`src/rtl/alu_ctrl_seq.sv`:
```
// Registered multi-cycle ALU control decoder: accepts one decode request per
// handshake, then holds the control code until its class latency has elapsed.
module alu_ctrl_seq #(
  parameter int INT_LAT  = 1,
  parameter int FMUL_LAT = 3,
  parameter int FADD_LAT = 4,
  parameter int CNT_W    = 4
) (
  input  logic             clk,
  input  logic             rst,
  input  logic             flush,
  input  logic             in_valid,
  output logic             in_ready,
  input  logic [1:0]       alu_op,
  input  logic [5:0]       funct,
  input  logic             fp_operation,
  output logic             out_valid,
  input  logic             out_ready,
  output logic [3:0]       alu_control,
  output logic             illegal,
  output logic             busy
);

  localparam logic [CNT_W-1:0] LAT_INT  = CNT_W'(INT_LAT);
  localparam logic [CNT_W-1:0] LAT_FMUL = CNT_W'(FMUL_LAT);
  localparam logic [CNT_W-1:0] LAT_FADD = CNT_W'(FADD_LAT);
  localparam logic [CNT_W-1:0] CNT_ONE  = CNT_W'(1);

  typedef enum logic [1:0] {
    S_IDLE = 2'b00,
    S_EXEC = 2'b01,
    S_HOLD = 2'b10
  } state_e;

  state_e           state_q, state_d;
  logic [CNT_W-1:0] cnt_q, cnt_d;
  logic [3:0]       ctrl_q;
  logic             illegal_q;

  logic [3:0]       dec_ctrl;
  logic             dec_ill;
  logic [CNT_W-1:0] dec_lat;
  logic             ready_c;
  logic             accept;

  // Pure decode of the presented request; only captured on accept.
  always_comb begin
    dec_ctrl = 4'b0000;
    dec_ill  = 1'b0;
    dec_lat  = LAT_INT;
    if (fp_operation) begin
      case (funct)
        6'b000000: begin dec_ctrl = 4'b1101; dec_lat = LAT_FADD; end
        6'b000001: begin dec_ctrl = 4'b0011; dec_lat = LAT_FADD; end
        6'b000010: begin dec_ctrl = 4'b1100; dec_lat = LAT_FMUL; end
        6'b000100: begin dec_ctrl = 4'b1110; dec_lat = LAT_FADD; end
        6'b000110: begin dec_ctrl = 4'b1111; dec_lat = LAT_FADD; end
        default:   dec_ill = 1'b1;
      endcase
    end else begin
      case (alu_op)
        2'b00: dec_ctrl = 4'b0010;
        2'b01: dec_ctrl = 4'b0110;
        2'b10: begin
          case (funct)
            6'b100000: dec_ctrl = 4'b0010;
            6'b100010: dec_ctrl = 4'b0110;
            6'b100100: dec_ctrl = 4'b0000;
            6'b100101: dec_ctrl = 4'b0001;
            6'b101010: dec_ctrl = 4'b0111;
            6'b000000: dec_ctrl = 4'b1000;
            6'b000010: dec_ctrl = 4'b1001;
            6'b100110: dec_ctrl = 4'b1010;
            6'b100111: dec_ctrl = 4'b1011;
            default:   dec_ill  = 1'b1;
          endcase
        end
        default: begin
          case (funct[5:3])
            3'b001:  dec_ctrl = 4'b0000;
            3'b010:  dec_ctrl = 4'b0001;
            3'b011:  dec_ctrl = 4'b1010;
            default: dec_ctrl = 4'b0010;
          endcase
        end
      endcase
    end
  end

  // HOLD accepts only when the current result is consumed in the same cycle.
  always_comb begin
    ready_c = 1'b0;
    case (state_q)
      S_IDLE:  ready_c = 1'b1;
      S_HOLD:  ready_c = out_ready;
      default: ready_c = 1'b0;
    endcase
    if (rst || flush) ready_c = 1'b0;
  end

  assign accept = in_valid && ready_c;

  always_comb begin
    state_d = state_q;
    cnt_d   = cnt_q;
    if (flush) begin
      state_d = S_IDLE;
      cnt_d   = '0;
    end else if (accept) begin
      cnt_d   = dec_lat - CNT_ONE;
      state_d = (dec_lat <= CNT_ONE) ? S_HOLD : S_EXEC;
    end else begin
      case (state_q)
        S_EXEC: begin
          if (cnt_q <= CNT_ONE) state_d = S_HOLD;
          else                  cnt_d   = cnt_q - CNT_ONE;
        end
        S_HOLD: begin
          if (out_ready) begin
            state_d = S_IDLE;
            cnt_d   = '0;
          end
        end
        default: ;
      endcase
    end
  end

  always_ff @(posedge clk) begin
    if (rst) begin
      state_q   <= S_IDLE;
      cnt_q     <= '0;
      ctrl_q    <= 4'b0000;
      illegal_q <= 1'b0;
    end else begin
      state_q <= state_d;
      cnt_q   <= cnt_d;
      if (accept) begin
        ctrl_q    <= dec_ctrl;
        illegal_q <= dec_ill;
      end
    end
  end

  assign in_ready    = ready_c;
  assign out_valid   = (state_q == S_HOLD);
  assign busy        = (state_q != S_IDLE);
  assign alu_control = ctrl_q;
  assign illegal     = illegal_q;

endmodule
```
`config.mk`:
```
export PLATFORM = sky130hd
export DESIGN_NAME = alu_ctrl_seq
export DESIGN_NICKNAME = d
export VERILOG_FILES = /design/src/rtl/alu_ctrl_seq.sv
export SDC_FILE = /design/constraint.sdc
export NUM_CORES = 1
export LEC_CHECK = 0
export CAP_MARGIN = 20
export CELL_PAD_IN_SITES_DETAIL_PLACEMENT = 1
export CELL_PAD_IN_SITES_GLOBAL_PLACEMENT = 2
export CORE_MARGIN = 2
export CORE_UTILIZATION = 27
export DETAILED_ROUTE_END_ITERATION = 7
export PLACE_DENSITY_LB_ADDON = 0.1
export SLEW_MARGIN = 15
export SYNTH_ARGS = -nofsm -noshare
export SYNTH_HDL_FRONTEND = slang
export SYNTH_SLANG_ARGS = --single-unit
```
`constraint.sdc`:
```
create_clock -name clk -period 2.2 [get_ports clk]
set_clock_uncertainty 0.2 [all_clocks]
set_input_delay 0.44 -clock clk [delete_from_list [all_inputs] [get_ports clk]]
set_output_delay 0.44 -clock clk [all_outputs]
set_load 0.02 [all_outputs]
```
Word level (Yosys, flattened, before mapping)
Cells that the tools add are included.

storage, ports and cells
  word-level logic and storage cells = 64
  memories = 0
  register bits after elaboration = 11
  input port bits = 14
  output and inout bits = 8
  bits in latches = 0
  memory bits (writable) = 0
  memory bits (read-only) = 0

operators by class
  add/sub/neg operators = 2
  multiplexer cells = 22
  $mul = 0
  equality and inequality tests = 21
  $lt $le $gt $ge = 2
  shift-type cells = 0
  reduce and logical (&&, ||, !) cells = 13
  bitwise logic cells = 0
  div/mod/pow operators = 0

operators with widths
  kind                   count
  $eq A6 B6 Y1 const B   7
  $pmux W4 S8            1
  $pmux W4 S3            2
  $pmux W4 S5            1
  $mux W4                4
  $eq A6 B3 Y1 const B   2
  $reduce_or A9 Y1       1
  $le A4 B1 Y1 const B   2
  $mux W2                4
  $pmux W4 S2            1
  $sub A4 B1 Y4 const B  2
  $eq A3 B2 Y1 const B   2
  $eq A6 B1 Y1 const B   1
  $eq A6 B2 Y1 const B   1
  $logic_not A6 Y1       1
  $ne A3 B3 Y1 const B   2
  $pmux W3 S2            1
  $reduce_and A3 Y1      2
  $mux W1                5
  $reduce_or A5 Y1       1
  $eq A2 B1 Y1 const B   2
  $eq A2 B2 Y1 const B   2
  $logic_not A2 Y1       2
  $pmux W2 S2            1
  10 further kinds       10

Logic depth before layout (Yosys ltp)
Gate-level depths: netlist of the first run.

  depth in word-level cells = 7
  mapped depth = 8
  depth with buffers taken out = 7

Worst setup path before layout of the first run
No wires, ideal clock.

  path kind = input port to flip-flop
  from = input funct[3]
  to = register cnt_q[2]
  required time = 1.883 ns
  arrival = 1.747 ns
  slack = 0.136 ns
  buffers on the path = 1
  cell stages on the path = 8
  cells stage by stage = buf_2 > nor3_2 > nand2_1 > nor2_1 > inv_1 > ha_1 > o32ai_1 > a32o_1

on the way
  longest elaborated chain between the ends = 6
  elaborated cells between the ends (all ways) = 10

RTL lines
  element                               line  source
  start: declaration                    15    input logic [5:0] funct,
  $eq A6 B3 Y1 (tied with other cells)  52    case (funct)
  $reduce_or A4 Y1 (no source line)     --
  $pmux W3 S2 (*)                       52
  $mux W3 (*)                           51    if (fp_operation) begin
  $sub A4 B1 Y4 (*)                     110   cnt_d = dec_lat - CNT_ONE;
  $mux W4 (*)                           109   end else if (accept) begin
  end signal: assignment                137   cnt_q <= cnt_d;
  end: declaration                      36    logic [CNT_W-1:0] cnt_q, cnt_d;

Every way passes the cells marked *; elsewhere a longest branch is shown, timed or not.
A chain may end at the register's enable or synchronous reset.

Final worst setup path of the first run
  from = input in_valid
  to = register cnt_q[2]

on the way
  longest elaborated chain between the ends = 3
  elaborated cells between the ends (all ways) = 6

RTL lines
  element                                                line  source
  start: declaration                                     12    input logic in_valid,
  $logic_and A1 B1 Y1 (*)                                101   assign accept = in_valid && ready_c;
  $ne A3 B3 Y1 (no source line) (tied with other cells)  --
  $reduce_and A3 Y1 (no source line)                     --

Marked as above.

==> results of run 1 <==
-- power groups by stage --
stage	registers, mW	clock network [mW]	logic [mW]
3_3_place_gp	0.216	0	0.174
3_5_place_dp	0.216	0	0.179
2_1_floorplan	0.221	0	0.0798
6_report	0.212	0.143	0.180
4_1_cts	0.212	0.148	0.180
5_1_grt	0.213	0.160	0.198
-- final timing paths --
kind / start / endpoint / slack (ns) / cells past startpoint
setup reg to reg: cnt_q[0]$_SDFFE_PP0P_ / cnt_q[2]$_SDFFE_PP0P_ / 0.24 / 5
setup / recovery: in_valid / cnt_q[2]$_SDFFE_PP0P_ / 0.04 / 6
hold / removal: cnt_q[3]$_SDFFE_PP0P_ / cnt_q[3]$_SDFFE_PP0P_ / 0.29 / 2
hold reg to reg: cnt_q[3]$_SDFFE_PP0P_ / cnt_q[3]$_SDFFE_PP0P_ / 0.29 / 2
-- layout make-up --
| type | instances | share of cell area [%] |
|---|---|---|
| clock buffer | 4 | 1.79 |
| multi-input combinational | 101 | 47.4 |
| inverter | 8 | 2.05 |
| tap | 46 | 3.93 |
| sequential | 11 | 15.2 |
| timing repair buffer | 50 | 29.6 |
-- synth_stat cells (all sizes together), types with 2 or more instances --
cell,number,area share (%)
nand3,4,2.1
nand2,6,2.3
a22oi,2,1.6
a32o,2,2.1
nand4,2,1.3
nor4,2,1.3
o21ai,6,3.1
nor3,5,3.6
o211a,2,2.1
and2,3,2.0
nand2b,5,3.3
or3,4,2.6
a211oi,3,2.9
a21oi,6,3.1
buf,3,2.2
nor2b,3,2.0
inv,8,3.1
nor3b,3,2.3
dfxtp,11,23
ha,4,5.2
a311oi,2,1.8
nor2,14,5.5
and3,3,2.0
a2111oi,3,3.4
clkbuf,5,2.0
-- metrics by stage --
step,hold slack [ns],std cells,total power [mW],utilization [%],setup TNS [ns]
finish,0.295,220,0.535,43.2,0
floorplan,0.248,128,0.300,-,0
global route,0.317,220,0.571,43.2,0
global placement,0.261,216,0.390,41.5,-3.69
CTS,0.294,220,0.539,42.4,0
detailed placement,0.281,216,0.395,41.5,-3.90
-- critical path: cells and delay by family --
kind,cells,cell delay (ns)
compound gates,2,0.31
buf+inv,2,0.62
simple gates,2,0.80
-- timing repair --
item                                    4_1_cts  5_1_grt
endpoints found under the hold margin         0        0
resized for setup                            12       10
pin swaps                                     3        4
endpoints found under the setup margin       10        9
gates cloned                                  0        0
hold buffers                                  0        0
-- state kept, by name, summed over array words and instances, names as in the netlist --
signal       flops
illegal          1
cnt_q            4
alu_control      4
state_q          2
-- cells by family (layout without fill, tap and decap cells) --
kind of cell / after synthesis / after routing / synth area share (%)
simple gates: 58 / 58 / 33.7
xor+xnor: 1 / 1 / 0.912
buf+inv: 16 / 62 / 7.29
fa+ha+maj: 4 / 4 / 5.21
flops: 11 / 11 / 22.9
mux: 1 / 1 / 1.04
compound gates: 37 / 37 / 28.9
-- routing by layer --
layer	vias to the layer above	track usage, %
li1	567	-
met1	536	24.5
met2	23	26.4
met3	2	4.29
met4	0	2.45
met5	-	0
==> flow_metrics.tcl, run 1 <==
set metrics [dict create \
    cts_htree_levels 1 \
    synth_edf_count 0 \
    dr_total_vias 1128 \
    final_cell_mix "buf_4 (28), nor2_1 (13), clkdlybuf4s50_1 (13), dfxtp_1 (9), inv_1 (7)" \
    cts_root_buffer "clkbuf_4" \
    p_per_area_nw_per_um2 365 \
    switching_share_pct 30.8 \
    grt_pass1_wl_um 5530 \
    synthToLayoutAreaGrowth_pct 52.3 \
    via_per_inst 5.13 \
    dp_worst_setup_slack_ns -0.484 \
    wl_met2_um 1400 \
    antenna_cells 0 \
    tightest_slew_ns 0.599 \
    max_cap_viol_count 0 \
    dp_hpwl_um 2590 \
    grt_pass1_vias 1174 \
    final_layout_size_suffix_gt1_share_pct 27.0 \
    wl_per_cell_um 14.7 \
    internal-power_uw 370 \
    initial_core_util_pct 28.3 \
    post_cts_buffers 0 \
    multi_input_area_um2 694 \
    post-route-period-util_pct 98.2 \
    die_area_um2 4050 \
    slowest_stage "clkdlybuf4s50_1" \
    synth_area_um2 961 \
    combPwrFrac_pct 33.7 \
    register_area_um2 223 \
    num_io_pins 22 \
    maxUsedRoutingLayer "met4" \
    clkTransAtPathRegs_ns 0.08 \
    core-area_um2 3390 \
    p_sw_uw 165 \
    synthesis.nets 146 \
    p_leak_nw 0.628 \
    period_needed_ns 2.16 \
    grt_overflow 0 \
    setup_viol 0 \
    cp_max_fo 6 \
    relSlewSlack_pct 59.8 \
    row_count 21 \
    grt_max_degree 11 \
    placed_area_um2 1410 \
    status "completed" \
    worst_ep_arrival_time_ns 2.17 \
    pwr-share-seq_pct 39.6 \
    vdd.ir_drop.worst_uv 272 \
    p_clk_share_pct 26.7 \
    routed_wl_um 3230 \
    async_reset_ff_share_pct 0 \
    hold_violations 0 \
    met1_length_um 1680 \
    rsz0062_at_grt "true" \
    syn-instance-count 128 \
    num-fill-cells 435 \
    cts_made_buffers 3 \
    drt-pass1-iter-count 4 \
    worstPathRequired_ns 2.21 \
    die_x_um 63.7 \
    track_usage_pct 17.1 \
    end_kind "register" \
    insertion_delay_ns 0.27 \
    ys_seq_area_share_pct 22.9 \
    drt_iter0_markers 29 \
    final_common_cell "buf_4" \
    syn_avg_cell_area_um2 7.51 \
    ys_types 47 \
    met3_length_um 128 \
    cts_tree "built" \
    ys.warnings.count 0 \
    die_y_um 63.7 \
    postLayoutCellArea_um2 1460 \
    slowest_delay_ns 0.46 \
    clock-sinks 11 \
    globalplace.congestion 0.758 \
    path_class "in -> reg" \
    antenna_found_initial 0 \
    drv_slew 0 \
    final_nets 193 \
    layout_setup_ws_ns 0.0393 \
    path_cells "clkdlybuf4s50_1 -> or3b_4 -> or3_4 -> buf_4 -> o32ai_1 -> a32o_1" \
    max_freq_mhz 463 \
    cp-start-kind "input port" \
    place.port_buffers 21 \
    ys_seq_elements 11 \
    drc 0 \
    hp-class "reg -> reg" \
    clockBufferDepth 2 \
    antenna_left 0 \
    synth_ff_type "dfxtp_1" \
]
Power figures use the tool's default switching activity.
==> run 2, diff against run 1 <==
CELL_PAD_IN_SITES_DETAIL_PLACEMENT = 0   (was 1)
==> flow_metrics.tcl, run 2 (synthesized netlist as in run 1, its figures left out) <==
set metrics [dict create \
    status "completed" \
    dr_total_vias 1110 \
    clock-sinks 11 \
    via_per_inst 5.02 \
    vdd.ir_drop.worst_uv 240 \
    initial_core_util_pct 28.3 \
    antenna_found_initial 0 \
    grt_pass1_vias 1042 \
    drt-pass1-iter-count 4 \
    final_common_cell "buf_4" \
    drv_slew 0 \
    max_cap_viol_count 0 \
    worstPathRequired_ns 2.17 \
    period_needed_ns 2.17 \
    die_x_um 63.7 \
    slowest_stage "clkdlybuf4s50_1" \
    path_cells "clkdlybuf4s50_1 -> or3b_4 -> or3_4 -> a211o_1 -> and3_1" \
    cts_root_buffer "clkbuf_4" \
    routed_wl_um 2940 \
    internal-power_uw 370 \
    clockBufferDepth 2 \
    cts_tree "built" \
    dp_worst_setup_slack_ns -0.447 \
    cts_htree_levels 1 \
    row_count 21 \
    grt_pass1_wl_um 4940 \
    drc 0 \
    final_cell_mix "buf_4 (30), clkdlybuf4s50_1 (14), nor2_1 (13), dfxtp_1 (10), inv_1 (7)" \
    p_total_uw 530 \
    post-route-period-util_pct 98.7 \
    slowest_delay_ns 0.46 \
    insertion_delay_ns 0.27 \
    critical_path.top_delay_family "simple AND/OR/NAND/NOR gates" \
    hold_buffers 0 \
    wl_per_cell_um 13.3 \
    end_kind "register" \
    cp_max_fo 6 \
    switching_share_pct 30.2 \
    final_nets 194 \
    path_class "in -> reg" \
    layout_setup_ws_ns 0.0281 \
    p_sw_uw 160 \
    p_leak_nw 0.621 \
    num_io_pins 22 \
    tightest_slew_ns 0.570 \
    final_layout_size_suffix_gt1_share_pct 26.3 \
    num-fill-cells 364 \
    path_buf_inv 1 \
    place.port_buffers 21 \
    worst_ep_arrival_time_ns 2.14 \
    clkTransAtPathRegs_ns 0.07 \
    pwr-share-seq_pct 40.0 \
    setup_viol 0 \
    relSlewSlack_pct 61.7 \
    combPwrFrac_pct 33.4 \
    hold_violations 0 \
    grt_max_degree 11 \
    die_y_um 63.7 \
    antenna_cells 0 \
    antenna_left 0 \
    synthToLayoutAreaGrowth_pct 51.8 \
    die_area_um2 4050 \
    dp_hpwl_um 2320 \
    drt_iter0_markers 27 \
    max_freq_mhz 460 \
    p_per_area_nw_per_um2 363 \
    core-area_um2 3390 \
    cp-start-kind "input port" \
    track_usage_pct 15.4 \
    hp-class "reg -> reg" \
    globalplace.congestion 0.758 \
    p_clk_share_pct 26.6 \
    cts_made_buffers 3 \
    grt_overflow 0 \
    regToRegSetupSlack_ns 0.26 \
]
-- run 2: changes by cell type in the layout (fill, tap and decap cells not counted), sizes merged --
cell,change
buf,+1
dlymetal6s2s,-1
clkdlybuf4s50,+1
-- run 2: per-layer routing --
metal	GRT usage (%)	up-vias	part of all wire, %
met5	0	-	0
met4	2.45	0	0.68
met3	4.64	4	6.0
met2	21.8	28	40
met1	22.9	510	53
li1	-	568	-
-- run 2: stage by stage --
step	cells	TNS, ns	instance area, um2	util (%)	hold slack (ns)
6_report	221	0	1460	43.0	0.287
5_1_grt	221	-0.00967	1460	43.0	0.308
4_1_cts	220	0	1440	42.4	0.281
3_5_place_dp	216	-3.77	1410	41.5	0.272
3_3_place_gp	216	-3.69	1410	41.5	0.261
2_1_floorplan	128	0	961	-	0.248
-- run 2: worst paths after layout --
path / from / endpoint / cells after the start
max: in_valid / state_q[1]$_SDFFE_PP0P_ / 5
min: cnt_q[3]$_SDFFE_PP0P_ / cnt_q[3]$_SDFFE_PP0P_ / 2
max reg2reg: cnt_q[0]$_SDFFE_PP0P_ / cnt_q[2]$_SDFFE_PP0P_ / 5
min reg2reg: cnt_q[3]$_SDFFE_PP0P_ / cnt_q[3]$_SDFFE_PP0P_ / 2
-- run 2: power groups by stage --
stage / clock network, mW / registers [mW] / logic, mW
finish: 0.141 / 0.212 / 0.177
global route: 0.162 / 0.213 / 0.195
CTS: 0.148 / 0.212 / 0.176
detailed placement: 0 / 0.216 / 0.176
global placement: 0 / 0.216 / 0.174
floorplan: 0 / 0.221 / 0.0798
-- run 2: repair_timing --
item	4_1_cts	5_1_grt
gates resized for setup	12	6
buffers inserted	0	1
endpoints found under the setup margin	10	6
pin swaps	4	4
-- run 2: final cells by class --
| type | instances | area, um2 | share of cell area (%) |
|---|---|---|---|
| clock buffers | 4 | 26.3 | 1.80 |
| inverters | 8 | 30.0 | 2.06 |
| multi-input cells | 101 | 689 | 47.3 |
| flip-flops and latches | 11 | 221 | 15.2 |
| well taps | 46 | 57.6 | 3.95 |
| repair buffers | 51 | 434 | 29.8 |
-- run 2: tightest hold or removal path: stages, from the launching register on --
cell	delay [ns]
dfxtp_1	0.32
nand2_1	0.06
o22ai_1	0.06
==> edit 1: new RTL, config.mk and constraints of run 2 <==
The 3 states of `state_e` get a one-hot encoding in 3 bits.
--- a/src/rtl/alu_ctrl_seq.sv
+++ b/src/rtl/alu_ctrl_seq.sv
@@ -26,10 +26,10 @@
   localparam logic [CNT_W-1:0] LAT_FADD = CNT_W'(FADD_LAT);
   localparam logic [CNT_W-1:0] CNT_ONE  = CNT_W'(1);
 
-  typedef enum logic [1:0] {
-    S_IDLE = 2'b00,
-    S_EXEC = 2'b01,
-    S_HOLD = 2'b10
+  typedef enum logic [2:0] {
+    S_IDLE = 3'b001,
+    S_EXEC = 3'b010,
+    S_HOLD = 3'b100
   } state_e;
 
   state_e           state_q, state_d;
Check against the original RTL: same outputs for any inputs over 10 cycles, from zero or initial values and one cycle with rst high; not proved beyond that.
==> edit 1 against run 2 <==
  * Synthesized cell count grew 5.5%
  * Sequential power rose by 8%
  * Fmax is 3.8% higher
  * Cell count rose by 2.7%
  * Wire length up 4.6%
  * Total power grew 23%
  * Cell area up 7.5%
  * Global-route usage about the same
  * Worst setup slack improved by 0.080 ns
  * Sequential cell count up 1
  * Worst hold slack lost 0.030 ns
  * Synthesized area rose by 12%
  * Combinational power up 2%
  * Largest cell class unchanged
  * Largest power group is now the clock network
==> edit 1: results (changes against run 2) <==
First-pass GRT wire length - 5390 µm (+9.1%)
Total GRT Usage - 0.154 (about the same)
Initial DRT Pass Iterations - 4 (unchanged)
Resize count post-CTS - 3 (-9)
Top cells by area, synth - dfxtp_1 22%, ha_1 4.6%, nor2_1 3.5%
Gpl congestion - 0.819 (+8.1%)
Reg2Reg Capture Point - cnt_q[0]$_SDFFE_PP0P_
CP arrival - 1.45 ns (-0.69 ns)
Outcome - finished, final reports clean
Via density per instance - 5.21 (+3.7%)
Pin count of the biggest net entering global routing - 12 (+1)
Nets - 198 (+2.1%)
Post-placement cell area - 1510 µm² (+7.1%)
Std-Cell Rows - 22 (+4.8%)
Vias in the first global route - 1152 (+11%)
Clock Latency Late Sink - 0.24 ns (-0.03 ns)
Cells on worst reg2reg path - 6 (+1)
Root Buffer - clkbuf_8
Syn nets - 153 (+4.8%)
Worst slew pin tran - 0.419 ns (-0.151 ns)
P_leak - 0.619 nW (-0.32%)
Unique masters post-synth - 54 (+15%)
Synth warn - 0 (unchanged)
Sequential area share after synthesis - 0.222 (-0.00694)
Worst-path fanout max - 5 (-1)
DRT iter0 DRCs - 50 (+85%)
Tmin final - 2.09 ns (-0.0796 ns)
Max stage delay on crit path - 0.62 ns (+0.16 ns)
Post-DP HPWL - 2420 µm (+4.5%)
Synth top cells by count - 12 x dfxtp_1, 10 x nor2_1, 7 x nand2_1, 7 x o21ai_0
Antenna fix cells - 0 (unchanged)
Worst VDD drop - 304 µV (+26%)
Layout cells sized above 1 - 0.268 (+0.00530)
Total Wirelength - 3070 µm (+4.6%)
Max-Cap Viols - 0 (unchanged)
Dpl ws - -0.318 ns (+0.129 ns)
==> edit 1: cell count changes after synthesis, moves of 3 or more <==
cell / delta
nor2_1: -4
a31oi_1: +3
o211ai_2: +3
clkbuf_1: -3
o211ai_1: +3
or3_1: -3
and2_1: -3
buf_2: +3
==> edit 1: worst min-delay path by stage <==
stage	start	depth (start not counted)	slack [ns]	to
5_1_grt	alu_control[3]$_SDFFE_PP0P_	2	0.29	alu_control[3]$_SDFFE_PP0P_
3_5_place_dp	alu_control[2]$_SDFFE_PP0P_	2	0.25	alu_control[2]$_SDFFE_PP0P_
6_report	alu_control[2]$_SDFFE_PP0P_	2	0.26	alu_control[2]$_SDFFE_PP0P_
3_3_place_gp	alu_control[2]$_SDFFE_PP0P_	2	0.25	alu_control[2]$_SDFFE_PP0P_
2_1_floorplan	cnt_q[2]$_SDFFE_PP0P_	2	0.29	cnt_q[2]$_SDFFE_PP0P_
4_1_cts	alu_control[2]$_SDFFE_PP0P_	2	0.26	alu_control[2]$_SDFFE_PP0P_
==> edit 1: where the power goes <==
group	internal (W)	total (W)	switching (W)	leakage (nW)
combinational	0.0000945	0.000181	0.0000862	0.493
sequential	0.000224	0.000229	0.00000491	0.0974
clock	0.000158	0.000244	0.0000856	0.0288
==> edit 1: layout make-up <==
cell class,instances,area (µm²),share of cell area
clock buffers,4,55.1,0.0351
repair buffers,50,423,0.270
well taps,48,60.1,0.0383
multi-input cells,107,768,0.490
inverters,6,22.5,0.0144
flip-flops and latches,12,240,0.153
==> edit 1: critical path, delay by kind of cell (launching register included) <==
kind          cells  cell delay [ns]
buf+inv           1             0.62
flops             1             0.39
simple gates      1             0.19
==> edit 1: metrics by stage <==
step	TNS, ns	cells	hold WS, ns
floorplan	0	135	0.292
global placement	-1.13	223	0.250
detailed placement	-1.18	223	0.253
CTS	0	227	0.259
global route	0	227	0.290
finish	0	227	0.257
==> edit 1: logic make-up (layout without fill, tap and decap cells) <==
family,Yosys count,count (layout),share of synthesized area
AO/OA/AOI/OAI,44,44,0.314
flip-flops,12,12,0.222
buffers and inverters,16,60,0.0787
multiplexers,1,1,0.0104
AND/OR/NAND/NOR,56,56,0.313
XOR/XNOR,2,2,0.0162
adder cells (fa/ha/maj),4,4,0.0463
==> edit 1: layer usage <==
metal  track usage  share of wire  wire (µm)  vias to the layer above
met5             0              0          0                        -
met4        0.0383         0.0065         20                        0
met3        0.0367          0.058        178                        2
met2         0.229           0.42       1290                       29
met1         0.221           0.51       1580                      554
li1              -              -          -                      597
==> edit 2: new RTL, settings of run 2 <==
Made on the original files. `CNT_W`: 4 -> 3.
--- a/src/rtl/alu_ctrl_seq.sv
+++ b/src/rtl/alu_ctrl_seq.sv
@@ -4,7 +4,7 @@
   parameter int INT_LAT  = 1,
   parameter int FMUL_LAT = 3,
   parameter int FADD_LAT = 4,
-  parameter int CNT_W    = 4
+  parameter int CNT_W    = 3
 ) (
   input  logic             clk,
   input  logic             rst,
Behaviour: same outputs for any inputs over 10 cycles, from zero or initial values and one cycle with rst high; that may be too few to reach the edited logic, so the function may still have changed.
==> edit 2 against run 2 <==
  * Wire length is 7.1% lower
  * Total power is 8.4% lower
  * Sequential share of layout area down 1.1 points
  * Sequential cell count fell by 1
  * Synthesized area is 1.6% lower
  * Worst setup slack improved by 0.039 ns
  * Cell area shrank 1.6%
  * Via count decreased by 4.5%
  * Register-to-register slack improved by 0.09 ns
  * Core utilization decreased by 0.37 points
  * Global-route usage down 0.30 points
  * Count of clock-buffer cells in the layout fell by 1
  * Highest routed layer unchanged
==> edit 2: results (changes against run 2) <==
First-pass GRT wire length - 4830 µm (-2.2%)
Pin count of the biggest net entering global routing - 12 (+1)
Slew headroom - 0.646 (+0.0288)
Antenna fix cells - 0 (unchanged)
Outcome - finished, final reports clean
Syn nets - 143 (-2.1%)
Layout cells sized above 1 - 0.267 (+0.00381)
Sequential area share after synthesis - 0.212 (-0.0175)
Initial DRT Pass Iterations - 5 (+1)
Synth top cells by count - 12 x nand2b_1, 10 x dfxtp_1, 8 x inv_1, 7 x nand2_1, 7 x nor2_1
P_leak - 0.634 nW (+2.0%)
# fillers - 378 (+3.8%)
Post-DP HPWL - 2150 µm (-7.6%)
Gpl congestion - 0.854 (+13%)
Nets - 185 (-4.6%)
CP arrival - 1.49 ns (-0.65 ns)
Antenna violations before repair - 0 (unchanged)
Unique masters post-synth - 45 (-4.3%)
Clock Latency Late Sink - 0.26 ns
Routed WL per cell - 12.9 µm (-2.6%)
Fin cells - 211 (-4.5%)
Max stage delay on crit path - 0.42 ns (-0.04 ns)
Gate Count Post-Synth - 125 (-2.3%)
Worst VDD drop - 150 µV (-38%)
DR vias - 1060 (-4.5%)
[edit 2: power breakdown]
| part | internal [W] | switching [W] |
|---|---|---|
| combinational | 0.0000908 | 0.0000805 |
| sequential | 0.000188 | 0.00000419 |
| clock | 0.0000629 | 0.0000593 |
| total | 0.000341 | 0.000144 |
[edit 2: stage by stage]
stage               cell area [µm²]  setup TNS, ns  setup slack (ns)   util
floorplan                       946              0            0.0539      -
detailed placement             1350          -3.11            -0.418  0.401
global route                   1440              0            0.0103  0.427
finish                         1440              0            0.0672  0.427
CTS                            1380              0           0.00126  0.410
global placement               1350          -3.06            -0.399  0.401
[edit 2: layer usage]
metal	global-route usage	wire length, µm	up-vias
met5	0	0	-
met4	0.0571	36	0
met3	0.0321	115	4
met2	0.223	1170	28
met1	0.213	1410	485
li1	-	-	543
[edit 2: area by class of cell]
class / instances / area, µm² / area share
Inverter: 8 / 30.0 / 0.0209
Sequential cell: 10 / 201 / 0.140
Tap cell: 46 / 57.6 / 0.0401
Clock buffer: 3 / 22.5 / 0.0157
Timing Repair Buffer: 45 / 405 / 0.282
Multi-Input combinational cell: 99 / 718 / 0.500
[edit 2: cell families (layout without fill, tap and decap cells)]
| logic type | Yosys count | after routing | synth area share |
|---|---|---|---|
| flip-flops | 10 | 10 | 0.212 |
| adder cells (fa/ha/maj) | 4 | 4 | 0.0529 |
| AND/OR/NAND/NOR | 57 | 57 | 0.362 |
| buffers and inverters | 16 | 56 | 0.0727 |
| XOR/XNOR | 2 | 2 | 0.0185 |
| multiplexers | 2 | 2 | 0.0212 |
| AO/OA/AOI/OAI | 34 | 34 | 0.261 |
[edit 2: path summary, 6_finish.rpt]
check,depth (start not counted),slack (ns),startpoint,endpoint
worst min-delay path,2,0.30,alu_control[3]$_SDFFE_PP0P_,alu_control[3]$_SDFFE_PP0P_
worst max register to register,6,0.35,state_q[1]$_SDFFE_PP0P_,cnt_q[1]$_SDFFE_PP0P_
worst min register to register,2,0.30,alu_control[3]$_SDFFE_PP0P_,alu_control[3]$_SDFFE_PP0P_
worst max-delay path,4,0.07,flush,in_ready
[edit 2: repair_timing]
item                                    4_1_cts  5_1_grt
pin swaps                                     1        2
cloned                                        0        0
endpoints found under the setup margin        6        9
buffers inserted                              0        1
gates resized for setup                      10       14
[edit 2: worst min-delay path, delay by kind of cell (launching register included)]
family	cells	cell delay, ns
DFF	1	0.31
and+or+nand+nor	1	0.10
AOI/OAI and AO/OA	1	0.05
